==> config.mk <==
export PLATFORM = sky130hd
export DESIGN_NAME = sipo_deserializer_flat
export DESIGN_NICKNAME = d
export VERILOG_FILES = /design/src/rtl/sipo_deserializer_pkg.sv /design/src/rtl/sipo_deserializer_if.sv /design/src/rtl/sipo_deserializer_counter.sv /design/src/rtl/sipo_deserializer.sv /design/src/flat_wrapper.sv
export SDC_FILE = /design/constraint.sdc
export NUM_CORES = 1
export LEC_CHECK = 0
export ABC_AREA = 1
export ABC_CLOCK_PERIOD_IN_PS = 2900
export CAP_MARGIN = 5
export CORE_AREA = 2 2 39 41
export CTS_BUF_LIST = sky130_fd_sc_hd__clkbuf_8
export DETAILED_ROUTE_END_ITERATION = 10
export DIE_AREA = 0 0 41 43
export HOLD_SLACK_MARGIN = 0.02
export PLACE_DENSITY = 0.69
export SKIP_CTS_REPAIR_TIMING = 1
export SYNTH_ARGS = -nofsm -noshare
export SYNTH_HDL_FRONTEND = slang
export SYNTH_SLANG_ARGS = --single-unit
export TNS_END_PERCENT = 1
==> constraint.sdc <==
create_clock -name clk -period 2.9 [get_ports clk]
set_input_delay 0.29 -clock clk [delete_from_list [all_inputs] [get_ports clk]]
set_output_delay 0.29 -clock clk [all_outputs]
set_load 0.05 [all_outputs]
==> src/rtl/sipo_deserializer_pkg.sv <==
// Shared definitions for the serial-to-parallel deserializer.
//   IDLE / SHIFT : frame-assembly states (1-bit encoding).
//   sipo_cnt_w() : width of the bit counter, able to hold 0..WIDTH.
package sipo_pkg;

  localparam logic [0:0] IDLE  = 1'b0;
  localparam logic [0:0] SHIFT = 1'b1;

  function automatic int sipo_cnt_w(input int width);
    return $clog2(width + 1);
  endfunction

endpackage

==> src/rtl/sipo_deserializer_if.sv <==
// Bus interface for sipo_deserializer.
//   sin, sin_valid, sof : serial input side (driven by master).
//   q, q_valid, q_ready : parallel word handshake to the consumer.
//   busy, overrun       : status outputs from the deserializer.
// The deserializer connects through the slave modport; the producer/consumer
// side through the master modport.
interface sipo_deserializer_if #(
  parameter int WIDTH = 4
);

  logic             sin;
  logic             sin_valid;
  logic             sof;
  logic [WIDTH-1:0] q;
  logic             q_valid;
  logic             q_ready;
  logic             busy;
  logic             overrun;

  modport master (
    output sin, sin_valid, sof, q_ready,
    input  q, q_valid, busy, overrun
  );

  modport slave (
    input  sin, sin_valid, sof, q_ready,
    output q, q_valid, busy, overrun
  );

endinterface

==> src/rtl/sipo_deserializer_counter.sv <==
// Bit counter for the deserializer.
//   clk, reset : clock and synchronous active-high reset.
//   clr        : return the count to 0 (word completed).
//   load1      : set the count to 1 (start-of-frame bit accepted).
//   inc        : count one more accepted bit.
//   term       : the next increment brings the count to WIDTH, i.e. the
//                bit being accepted now completes the word.
module sipo_bit_counter
  import sipo_pkg::*;
#(
  parameter int WIDTH = 4,
  parameter int CNT_W = sipo_cnt_w(WIDTH)
) (
  input  logic clk,
  input  logic reset,
  input  logic clr,
  input  logic load1,
  input  logic inc,
  output logic term
);

  logic [CNT_W-1:0] cnt_q;
  logic [CNT_W-1:0] cnt_d;

  always_comb begin
    cnt_d = cnt_q;
    if (clr) begin
      cnt_d = '0;
    end else if (load1) begin
      cnt_d = CNT_W'(1);
    end else if (inc) begin
      cnt_d = cnt_q + CNT_W'(1);
    end
  end

  // Completion is flagged one count early so the word can be transferred on
  // the same edge that accepts its last bit, without a WIDTH state ever
  // being held.
  assign term = (cnt_q == CNT_W'(WIDTH - 1));

  always_ff @(posedge clk) begin
    if (reset) begin
      cnt_q <= '0;
    end else begin
      cnt_q <= cnt_d;
    end
  end

endmodule

==> src/rtl/sipo_deserializer.sv <==
// Serial-to-parallel deserializer with start-of-frame alignment, selectable
// bit order, a single-entry output slot with valid/ready handshake and a
// sticky overrun flag.
//   clk, reset : clock and synchronous active-high reset (highest priority).
//   bus        : slave side of sipo_deserializer_if
//                (sin/sin_valid/sof in, q/q_valid out, q_ready in,
//                 busy/overrun out).
// Parameters: WIDTH (>= 2) word width; MSB_FIRST = 1 puts the first serial
// bit in q[WIDTH-1], 0 puts it in q[0].
module sipo_deserializer
  import sipo_pkg::*;
#(
  parameter int WIDTH     = 4,
  parameter bit MSB_FIRST = 1'b1
) (
  input logic                clk,
  input logic                reset,
  sipo_deserializer_if.slave bus
);

  localparam int CNT_W = sipo_cnt_w(WIDTH);

  logic [0:0]       state_q,   state_d;
  logic [WIDTH-1:0] shift_q,   shift_d;
  logic [WIDTH-1:0] word_q,    word_d;
  logic             q_valid_q, q_valid_d;
  logic             overrun_q, overrun_d;

  logic             start;
  logic             shift_bit;
  logic             complete;
  logic             slot_free;
  logic             term;
  logic [WIDTH-1:0] shifted;

  // MSB-first shifts left with the new bit at the LSB; LSB-first shifts
  // right with the new bit at the MSB. After WIDTH bits the first bit sits
  // at q[WIDTH-1] or q[0] respectively.
  function automatic logic [WIDTH-1:0] shift_in(input logic [WIDTH-1:0] sr,
                                                input logic b);
    if (MSB_FIRST) begin
      return {sr[WIDTH-2:0], b};
    end else begin
      return {b, sr[WIDTH-1:1]};
    end
  endfunction

  // sof restarts alignment in either state; a partial word is dropped.
  assign start     = bus.sin_valid & bus.sof;
  assign shift_bit = (state_q == SHIFT) & bus.sin_valid & ~bus.sof;
  assign complete  = shift_bit & term;
  assign slot_free = ~q_valid_q | bus.q_ready;
  assign shifted   = shift_in(shift_q, bus.sin);

  sipo_bit_counter #(
    .WIDTH (WIDTH),
    .CNT_W (CNT_W)
  ) u_bit_counter (
    .clk   (clk),
    .reset (reset),
    .clr   (complete),
    .load1 (start),
    .inc   (shift_bit),
    .term  (term)
  );

  always_comb begin
    state_d   = state_q;
    shift_d   = shift_q;
    word_d    = word_q;
    q_valid_d = q_valid_q;
    overrun_d = overrun_q;

    if (start) begin
      shift_d = shift_in('0, bus.sin);
      state_d = SHIFT;
    end else if (shift_bit) begin
      shift_d = shifted;
      if (term) begin
        state_d = IDLE;
      end
    end

    // A completing word wins over a plain consume: if the consumer takes the
    // old word this cycle the new one moves straight in and q_valid stays 1.
    if (complete) begin
      if (slot_free) begin
        word_d    = shifted;
        q_valid_d = 1'b1;
      end else begin
        overrun_d = 1'b1;
      end
    end else if (q_valid_q & bus.q_ready) begin
      q_valid_d = 1'b0;
    end
  end

  always_ff @(posedge clk) begin
    if (reset) begin
      state_q   <= IDLE;
      shift_q   <= '0;
      word_q    <= '0;
      q_valid_q <= 1'b0;
      overrun_q <= 1'b0;
    end else begin
      state_q   <= state_d;
      shift_q   <= shift_d;
      word_q    <= word_d;
      q_valid_q <= q_valid_d;
      overrun_q <= overrun_d;
    end
  end

  assign bus.q       = word_q;
  assign bus.q_valid = q_valid_q;
  assign bus.busy    = (state_q == SHIFT);
  assign bus.overrun = overrun_q;

endmodule

==> src/flat_wrapper.sv <==
// flat-port wrapper written by rule: the top's interface ports become plain ports
module sipo_deserializer_flat import sipo_pkg::*;
#(
  parameter int WIDTH     = 4,
  parameter bit MSB_FIRST = 1'b1
)
  (clk, reset, bus_sin, bus_sin_valid, bus_sof, bus_q_ready, bus_q, bus_q_valid, bus_busy, bus_overrun);
  sipo_deserializer_if #(.WIDTH(WIDTH)) bus_i ();
  input logic clk;
  input logic reset;
  input wire logic [$bits(bus_i.sin)-1:0] bus_sin;
  input wire logic [$bits(bus_i.sin_valid)-1:0] bus_sin_valid;
  input wire logic [$bits(bus_i.sof)-1:0] bus_sof;
  input wire logic [$bits(bus_i.q_ready)-1:0] bus_q_ready;
  output wire logic [$bits(bus_i.q)-1:0] bus_q;
  output wire logic [$bits(bus_i.q_valid)-1:0] bus_q_valid;
  output wire logic [$bits(bus_i.busy)-1:0] bus_busy;
  output wire logic [$bits(bus_i.overrun)-1:0] bus_overrun;
  assign bus_i.sin = bus_sin;
  assign bus_i.sin_valid = bus_sin_valid;
  assign bus_i.sof = bus_sof;
  assign bus_i.q_ready = bus_q_ready;
  assign bus_q = bus_i.q;
  assign bus_q_valid = bus_i.q_valid;
  assign bus_busy = bus_i.busy;
  assign bus_overrun = bus_i.overrun;
  sipo_deserializer #(.WIDTH(WIDTH), .MSB_FIRST(MSB_FIRST)) u_core (.clk(clk), .reset(reset), .bus(bus_i));
endmodule
# Yosys cells after proc, flatten, opt, wreduce, memory -nomap -nowiden
# Index checks and enable logic that the tools add are counted.
# totals
regBits	13
output_inout_bits	7
word_cells	40
# classes
add_sub_neg	1
eq_ne	2
mux	10
bitwise_logic	9
reduce_logical	10
# ops
operator	count
$mux W1	10
$reduce_and A2 Y1	4
$reduce_bool A2 Y1	3
$and A1 B1 Y1	5
$reduce_or A2 Y1	2
$add A3 B1 Y3 const B	1
$eq A3 B2 Y1 const B	1
$not A1 Y1	3
$reduce_or A3 Y1	1
$ne A2 B2 Y1 const B	1
$or A1 B1 Y1	1

# Logic depth before layout (Yosys ltp)
# Gate-level depths: netlist (run 1).
# logic_depth
depth_word	5
depth_mapped	6

# By module
# Synthesis (run 1) repeated with hierarchy kept, for this count alone.
# unflattened
hier_cells	83
area_unflattened_um2	600.6
# modules_own_cells
module	n_inst	cells_each	area_per_inst_um2	seq_area_each_um2
sipo_deserializer	1	60	441.7	200.2
sipo_bit_counter	1	23	158.9	60.1

# Worst setup path before layout (run 1)
# Ideal clock, no wire load.
# synth_timing
path_kind	reg2reg
from	register u_core.state_q (netlist: u_core.bus.busy)
to	register u_core.word_q[0] (netlist: u_core.bus.q[0])
setup_time_ns	0.114
arrival_ns	1.268
required_time_ns	2.786
setup_slack_ns	1.518
path_stages_with_launch	7
period_less_slack_ns	1.382
cell_sequence	dfxtp_1 nand2_2 nor2_4 buf_6 nand4_1 nand2_1 nor2_1
# synth_between
elab_chain_cells	4
# synth_lines
element	line	source
start: declaration	sipo_deserializer.sv:23	logic [0:0] state_q, state_d;
start signal: assignment	sipo_deserializer.sv:106	state_q <= state_d;
$and A1 B1 Y1 (2 in series)	sipo_deserializer.sv:50	assign shift_bit = (state_q == SHIFT) & bus.sin_valid & ~bus.sof;
$and A1 B1 Y1	sipo_deserializer.sv:51	assign complete = shift_bit & term;
$reduce_and A2 Y1 (no line)	--	
end signal: assignment	sipo_deserializer.sv:108	word_q <= word_d;
end: declaration	sipo_deserializer.sv:25	logic [WIDTH-1:0] word_q, word_d;
# Every way passes these cells.
# A chain may end at the register's enable or synchronous reset.

# Worst setup path after layout (run 1)
# layout_timing
from	register u_core.state_q (netlist: u_core.bus.busy)
to	output port bus_busy
# layout_rtl
element	line	source
end: declaration	flat_wrapper.sv:17	output wire logic [$bits(bus_i.busy)-1:0] bus_busy;
# No word-level cell between the ends.

==> impl_metrics.ini, run 1 <==
[outcome]
outcome = finished, final reports clean

[synth]
synth_top_family_by_area = simple AND/OR/NAND/NOR gates
synth_compound_area_frac = 0.1067
netlist_top_cells_count = inv_1, dfxtp_1, nand2_1, nor2_1, a21oi_1
synth_top_area_frac = 0.4351
netlist.top_cell.by_area = dfxtp_1
avgSynthCellArea_um2 = 7.767
syn_nets = 85
synth_seq_cells = 13
syn-instance-count = 77
synth.distinct_cells = 17
yosysMostFrequentCell = inv_1
ys_top_cells_by_area = dfxtp_1, inv_1, nand2_1
synth_xor_area_frac = 0
syn_area_um2 = 598.1
ys.flop_type = dfxtp_1
synthSimpleGateAreaFrac = 0.3096
synth_warnings = 0
muxShareOfSynthArea = 0
async_flop_share = 0
synth_edf_count = 0
yosys.area_share.adder = 0.04184
ys_seq_area_frac = 0.4351

[global_route]
grt_start_max_net_pins = 13
grt_pass1_wl_um = 1766
grt-ovfl-total = 0
antenna_found_initial = 0
globalRouteTotalUtil = 0.1480
grt_pass1_vias = 412

[detailed_routing]
num_vias = 483
drt_pass1_iterations = 2
drtAntennaViolNets = 0
wl_per_cell_um = 10.12
initialDrtViolationCount = 2
drc_errors = 0
routed_wl_um = 1093
avgViaCountPerCell = 4.472

[worst_setup_path]
cpMaxStageDelayCell = clkdlybuf4s50_1
arrival_ns = 1.49
cp-endpoint = bus_busy
startpoint = u_core.bus.busy$_SDFFE_PP0P_
cp_max_fo = 4
cp_num_cells = 1
r2r.worst_path.cells = 6
r2r_slack_ns = 1.51
r2r-end = u_core.bus.q[2]$_SDFFE_PP0P_
cp_data_required_time_ns = 2.61
path_class = register to primary output
cp-start-kind = register
path_buf_inv = 1
cpLargestDelayFamily = buffers and inverters
critPathMaxStageDelay_ns = 0.84
crit_chain = clkdlybuf4s50_1
r2r-start = u_core.u_bit_counter.cnt_q[0]$_SDFFE_PP0P_
critPathCaptureType = primary output

[pwr]
p_int_uw = 290.6
peakVddDrop_mv = 0.3288
p_sw_uw = 84.70
p_leak_uw = 0.0003301
powerDensity_nw_per_um2 = 486.1
p_comb_frac = 0.092
power_frac_seq = 0.498
switching_share = 0.2257
power_frac_clock = 0.410
p_total_uw = 375.2

[sta]
fin_skew_ns = 0.005366
final_hold_viol_count = 0
rsz0062_at_grt = false
worstMarginPinSlew_ns = 0.4919
finalCritPeriodShare = 0.6139
drv_slew = 0
slew_headroom = 0.6711
clock.fmax_ghz = 0.5617
fin_tns_setup_ns = 0
layout_min_cycle_time_ns = 1.780
setup_violations = 0

[finish]
fin_nets = 101
syn_to_final_growth_pct = 29.08
num_antenna_cells = 0
drive_above_1_share = 0.09783

[floorplanning]
dieWidth_um = 41
dieHeight_um = 43
dieArea_um2 = 1763
fp.coreArea_um2 = 1384
rows = 14
start_util = 0.4322
ios = 13

[min_path]
min_path_type = register to register

[clocking]
cts_tree = built
clkTransAtPathRegs_ns = 0.06
cts_sinks = 13
cts_inserted_buffers = 3
clk_latency_ns = 0.24
cts_max_level = 1
root_buffer = clkbuf_8
clk_path_buf_depth = 2

[place]
gp_congestion = 0.7715
port_buffers = 12
dp_hpwl_um = 860.9

[run]
maxCapViolations = 0
[flip-flops by register name (all words and copies together) (netlist names)]
name,count
u_core.bus.q,4
u_core.shift_q,3
u_core.u_bit_counter.cnt_q,3
u_core.bus.busy,1
u_core.bus.overrun,1
u_core.bus.q_valid,1
[tightest hold or removal path, delay by kind of cell, from the launching register on]
family,cells,cell delay [ns]
buffers and inverters,1,0.06
flip-flops,1,0.31
AO/OA/AOI/OAI,1,0.05
[metal layers]
layer  vias up  share of wire  GRT usage  wire length [µm]
met2         5           0.45     0.2250               489
met4         0          0.017    0.08000                19
met3         2          0.027    0.03141                29
met1       203           0.51     0.1851               554
li1        273              -          -                 -
met5         -              0          0                 0
[worst min path at each step]
stage | slack (ns) | endpoint | cells past startpoint | start
final | 0.46 | u_core.bus.overrun$_SDFFE_PP0P_ | 2 | u_core.bus.overrun$_SDFFE_PP0P_
after global routing | 0.48 | u_core.u_bit_counter.cnt_q[2]$_SDFFE_PP0P_ | 2 | u_core.u_bit_counter.cnt_q[2]$_SDFFE_PP0P_
after CTS | 0.46 | u_core.bus.overrun$_SDFFE_PP0P_ | 2 | u_core.bus.overrun$_SDFFE_PP0P_
after detailed placement | 0.45 | u_core.bus.overrun$_SDFFE_PP0P_ | 2 | u_core.bus.overrun$_SDFFE_PP0P_
after global placement | 0.45 | u_core.bus.overrun$_SDFFE_PP0P_ | 2 | u_core.bus.overrun$_SDFFE_PP0P_
after floorplan | 0.35 | u_core.bus.overrun$_SDFFE_PP0P_ | 1 | reset
[power groups by stage]
| stage | logic (µW) | registers, µW | clock network, µW |
|---|---|---|---|
| finish | 34.4 | 187 | 154 |
| floorplan | 16.9 | 194 | 0 |
| global placement | 34.1 | 191 | 0 |
| detailed placement | 34.6 | 191 | 0 |
| global route | 38.6 | 187 | 164 |
| CTS | 34.7 | 187 | 157 |
[cell usage in the layout, fill, tap and decap left out, types with 2 or more instances in the layout]
cell and n:
inv_1 15, dfxtp_1 13, nand2_1 12, nor2_1 12, clkdlybuf4s50_1 12, a21oi_1 6, nand4_1 4, o21ai_0 4
clkbuf_8 3, nor2_4 2, ha_1 2
[logic make-up after synthesis]
group,count (synthesis)
simple gates,35
buf+inv,15
flops,13
compound gates,12
fa+ha+maj,2
[cell type report]
cell class	count	area, µm²
Clock inverter	1	3.754
Inverter	14	52.55
Fill cell	127	611.8
Tap cell	16	20.02
Multi-Input combinational cell	49	274.0
Sequential cell	13	260.3
Timing Repair Buffer	12	120.1
Clock buffer	3	41.29
[stage by stage]
stage          hold slack [ns]  cell area, µm²    util  worst slack, ns  std cells
6_report                0.4590           772.0  0.5579            1.120        108
5_1_grt                 0.4772           772.0  0.5579            1.054        108
4_1_cts                 0.4606           772.0  0.5579            1.103        108
3_5_place_dp            0.4527           726.9  0.5253            1.355        104
3_3_place_gp            0.4494           726.9  0.5253            1.365        104
2_1_floorplan           0.3524           598.1       -            1.518         77
No activity file was read; power rests on OpenSTA's default activity.
==> run 2: changes to the inputs <==
Settings changed: ABC_CLOCK_PERIOD_IN_PS 2900 to 1700.
Clock period 2.9 ns to 1.7 ns, I/O delays scaled along.
==> impl_metrics.ini, run 2 (synthesis results as in run 1) <==
[worst_setup_path]
cp-start-kind = register
path_buf_inv = 1
cpLargestDelayFamily = buffers and inverters
cp_max_fo = 2
arrival_ns = 1.36
r2r-start = u_core.u_bit_counter.cnt_q[0]$_SDFFE_PP0P_
path_class = register to primary output
critPathMaxStageDelay_ns = 0.80
r2r-end = u_core.bus.q[3]$_SDFFE_PP0P_
critPathCaptureType = primary output
crit_chain = clkdlybuf4s50_1
cpMaxStageDelayCell = clkdlybuf4s50_1
r2r_slack_ns = 0.33
cp_data_required_time_ns = 1.53
r2r.worst_path.cells = 6

[finish]
largest_reg_flops = 4
drive_above_1_share = 0.1087
fin_nets = 101
final_common_cell = inv_1
final_cell_mix = inv_1, dfxtp_1, nand2_1, nor2_1, clkdlybuf4s50_1
final_cell_area_um2 = 769.5
syn_to_final_growth_pct = 28.66
num_antenna_cells = 0
nFillCells = 131

[place]
dp_hpwl_um = 828.2
place_ws_ns = 0.2701
placed_area_um2 = 724.4
gp_congestion = 0.7796
port_buffers = 12

[min_path]
whs_endpoint = u_core.bus.overrun$_SDFFE_PP0P_
hold_start = u_core.bus.overrun$_SDFFE_PP0P_
min_delay_path_depth = 2
min_path_type = register to register

[sta]
fin_tns_setup_ns = 0
fin_ws_ns = 0.1727
layout_min_cycle_time_ns = 1.527
worstMarginPinSlew_ns = 0.4969
final_hold_viol_count = 0
setup_violations = 0
clock.fmax_ghz = 0.6548
finalCritPeriodShare = 0.8984
rsz0062_at_grt = false
drv_slew = 0
slew_headroom = 0.6677
fin_skew_ns = 0.003037

[run]
maxCapViolations = 0

[clocking]
root_buffer = clkbuf_8
clk_path_buf_depth = 2
clkTransAtPathRegs_ns = 0.06
cts_tree = built
cts_max_level = 1
clk_latency_ns = 0.24
cts_inserted_buffers = 3
cts_sinks = 13

[outcome]
outcome = finished, final reports clean

[global_route]
grt_pass1_wl_um = 1821
grt-ovfl-total = 0
globalRouteTotalUtil = 0.1547
grt_start_max_net_pins = 13
antenna_found_initial = 0
grt_pass1_vias = 447

[detailed_routing]
drt_pass1_iterations = 4
initialDrtViolationCount = 8
wl_per_cell_um = 9.954
routed_wl_um = 1075
drc_errors = 0
num_vias = 509
drtAntennaViolNets = 0
avgViaCountPerCell = 4.713

[pwr]
peakVddDrop_mv = 0.4498
powerDensity_nw_per_um2 = 836.1
p_total_uw = 643.4
p_leak_uw = 0.0003316

[floorplanning]
dieArea_um2 = 1763
dieHeight_um = 43
ios = 13
start_util = 0.4322
dieWidth_um = 41
fp.coreArea_um2 = 1384
rows = 14
## run 2: stage by stage
stage                     hold slack [ns]  utilization  std cells
after floorplan                    0.2324            -         77
after global placement             0.4505       0.5235        104
after detailed placement           0.4607       0.5235        104
after CTS                          0.4682       0.5561        108
after global routing               0.4849       0.5561        108
final                              0.4606       0.5561        108
## run 2: cell type report
type / instances / area [µm²] / share of cell area
Clock buffer: 3 / 41.29 / 0.05366
Clock inverter: 1 / 3.754 / 0.004878
Inverter: 14 / 52.55 / 0.06829
Multi-Input combinational cell: 49 / 274.0 / 0.3561
Sequential cell: 13 / 260.3 / 0.3382
Tap cell: 16 / 20.02 / 0.02602
Timing Repair Buffer: 12 / 117.6 / 0.1528
## run 2: worst max path at each step
stage	slack (ns)	start	cells after the start	end
2_1_floorplan	0.32	u_core.bus.busy$_SDFFE_PP0P_	6	u_core.bus.q[0]$_SDFFE_PP0P_
3_3_place_gp	0.29	bus_sin_valid	6	u_core.bus.q[1]$_SDFFE_PP0P_
3_5_place_dp	0.27	bus_sin_valid	6	u_core.bus.q[3]$_SDFFE_PP0P_
4_1_cts	0.16	u_core.bus.q[2]$_SDFFE_PP0P_	1	bus_q[2]
5_1_grt	0.12	u_core.bus.q[1]$_SDFFE_PP0P_	1	bus_q[1]
6_report	0.17	u_core.bus.q[0]$_SDFFE_PP0P_	1	bus_q[0]
## run 2: metal layers
layer  wire length (µm)  vias up  global-route usage
li1                   -      273                   -
met1                533      227              0.2072
met2                493        7              0.2063
met3                 31        2             0.03141
met4                 17        0              0.1200
met5                  0        -                   0
## run 2: where the power goes
group | internal, µW | leakage (µW) | switching [µW]
clock | 159 | 0.0000269 | 106
combinational | 23.8 | 0.000199 | 35.6
sequential | 312 | 0.000105 | 6.51
==> run 3: changes to the inputs <==
Settings changed: SETUP_SLACK_MARGIN set to 0.15.
==> impl_metrics.ini, run 3 (synthesis results as in run 1) <==
[sta]
slew_headroom = 0.6675
clock.fmax_ghz = 0.6547
drv_slew = 0
setup_violations = 0
fin_skew_ns = 0.003006
rsz0062_at_grt = true
final_hold_viol_count = 0
worstMarginPinSlew_ns = 0.4971
finalCritPeriodShare = 0.8984
layout_min_cycle_time_ns = 1.527
fin_tns_setup_ns = 0

[worst_setup_path]
critPathCaptureType = primary output
cpLargestDelayFamily = buffers and inverters
cp_max_fo = 2
startpoint = u_core.bus.q[2]$_SDFFE_PP0P_
arrival_ns = 1.36
path_buf_inv = 1
r2r_slack_ns = 0.33
r2r.worst_path.cells = 6
critPathMaxStageDelay_ns = 0.80
crit_chain = clkdlybuf4s50_1
path_class = register to primary output
r2r-start = u_core.u_bit_counter.cnt_q[0]$_SDFFE_PP0P_
cp_data_required_time_ns = 1.53
cpMaxStageDelayCell = clkdlybuf4s50_1
r2r-end = u_core.bus.q[3]$_SDFFE_PP0P_
cp-start-kind = register

[global_route]
globalRouteTotalUtil = 0.1547
grt-ovfl-total = 0
antenna_found_initial = 0
grt_start_max_net_pins = 13
grt_pass1_wl_um = 1821
grt_pass1_vias = 447

[clocking]
clk_latency_ns = 0.24
cts_max_level = 1
clk_path_buf_depth = 2
cts_tree = built
cts_sinks = 13
root_buffer = clkbuf_8
cts_inserted_buffers = 3
clkTransAtPathRegs_ns = 0.05

[floorplanning]
dieHeight_um = 43
start_util = 0.4322
fp.coreArea_um2 = 1384
dieWidth_um = 41
dieArea_um2 = 1763
ios = 13
rows = 14

[min_path]
whs_endpoint = u_core.bus.overrun$_SDFFE_PP0P_
hold_start = u_core.bus.overrun$_SDFFE_PP0P_
min_path_type = register to register
min_delay_path_depth = 2

[finish]
syn_to_final_growth_pct = 29.08
final_common_cell = inv_1
fin_nets = 101
final_util = 0.5579
nFillCells = 130
drive_above_1_share = 0.1087
num_antenna_cells = 0
final_cell_area_um2 = 772.0
largest_reg_flops = 4
final_cell_mix = inv_1, dfxtp_1, nand2_1, nor2_1, clkdlybuf4s50_1

[run]
maxCapViolations = 0

[detailed_routing]
routed_wl_um = 1077
avgViaCountPerCell = 4.713
num_vias = 509
initialDrtViolationCount = 8
drt_pass1_iterations = 4
wl_per_cell_um = 9.972
drtAntennaViolNets = 0
drc_errors = 0

[pwr]
switching_share = 0.2301
power_frac_seq = 0.496
p_leak_uw = 0.0003504
peakVddDrop_mv = 0.4498
p_int_uw = 495.3
powerDensity_nw_per_um2 = 833.4
power_frac_clock = 0.412
p_comb_frac = 0.092
p_sw_uw = 148.0

[place]
gp_congestion = 0.7796
port_buffers = 12
dp_hpwl_um = 828.2
placed_area_um2 = 724.4

[outcome]
outcome = finished, final reports clean
-- run 3: cell count changes in the layout (fill, tap and decap cells not counted) --
cell             change
clkdlybuf4s50_1      -1
dlymetal6s2s_1       +1
-- run 3: final cells by class --
cell class              instances  area, µm²  share of cell area
inverters                      14      52.55             0.06807
multi-input cells              49      274.0              0.3549
clock buffers                   3      41.29             0.05348
repair buffers                 12      120.1              0.1556
clock inverters                 1      3.754            0.004862
well taps                      16      20.02             0.02593
flip-flops and latches         13      260.3              0.3371
-- run 3: metal layers --
layer / track usage / wire [µm] / part of all wire / vias up
met5: 0 / 0 / 0 / -
met4: 0.1200 / 17 / 0.016 / 0
met3: 0.03141 / 33 / 0.031 / 2
met2: 0.2063 / 494 / 0.46 / 7
met1: 0.2072 / 532 / 0.49 / 227
li1: - / - / - / 273
-- run 3: worst register-to-register path, stage by stage, from the launching register on --
cell and delay [ns]:
dfxtp_1 0.35, ha_1 0.15, ha_1 0.32, nand4_4 0.19, nor2_4 0.15, nor2_1 0.05, nor2_1 0.09
-- run 3: power by group through the flow --
stage	Sequential (µW)	Combinational, µW	Clock, µW
4_1_cts	319	59.2	272
3_3_place_gp	325	57.7	0
3_5_place_dp	325	58.6	0
6_report	319	59.4	265
2_1_floorplan	331	28.9	0
5_1_grt	320	65.8	280
-- run 3: how the worst max path moves through the flow --
stage | to | slack (ns) | cells past startpoint
2_1_floorplan | u_core.bus.q[0]$_SDFFE_PP0P_ | 0.32 | 6
3_3_place_gp | u_core.bus.q[1]$_SDFFE_PP0P_ | 0.29 | 6
3_5_place_dp | u_core.bus.q[3]$_SDFFE_PP0P_ | 0.27 | 6
4_1_cts | bus_q[2] | 0.16 | 1
5_1_grt | bus_q[0] | 0.12 | 1
6_report | bus_q[2] | 0.17 | 1
-- run 3: metrics by stage --
step | setup slack (ns) | hold slack [ns] | power [µW] | instances
6_report | 0.1727 | 0.4606 | 643.4 | 108
5_1_grt | 0.1240 | 0.4849 | 665.3 | 108
4_1_cts | 0.1602 | 0.4682 | 650.3 | 108
3_5_place_dp | 0.2701 | 0.4607 | 384.1 | 104
3_3_place_gp | 0.2940 | 0.4505 | 383.0 | 104
2_1_floorplan | 0.3176 | 0.2324 | 359.7 | 77
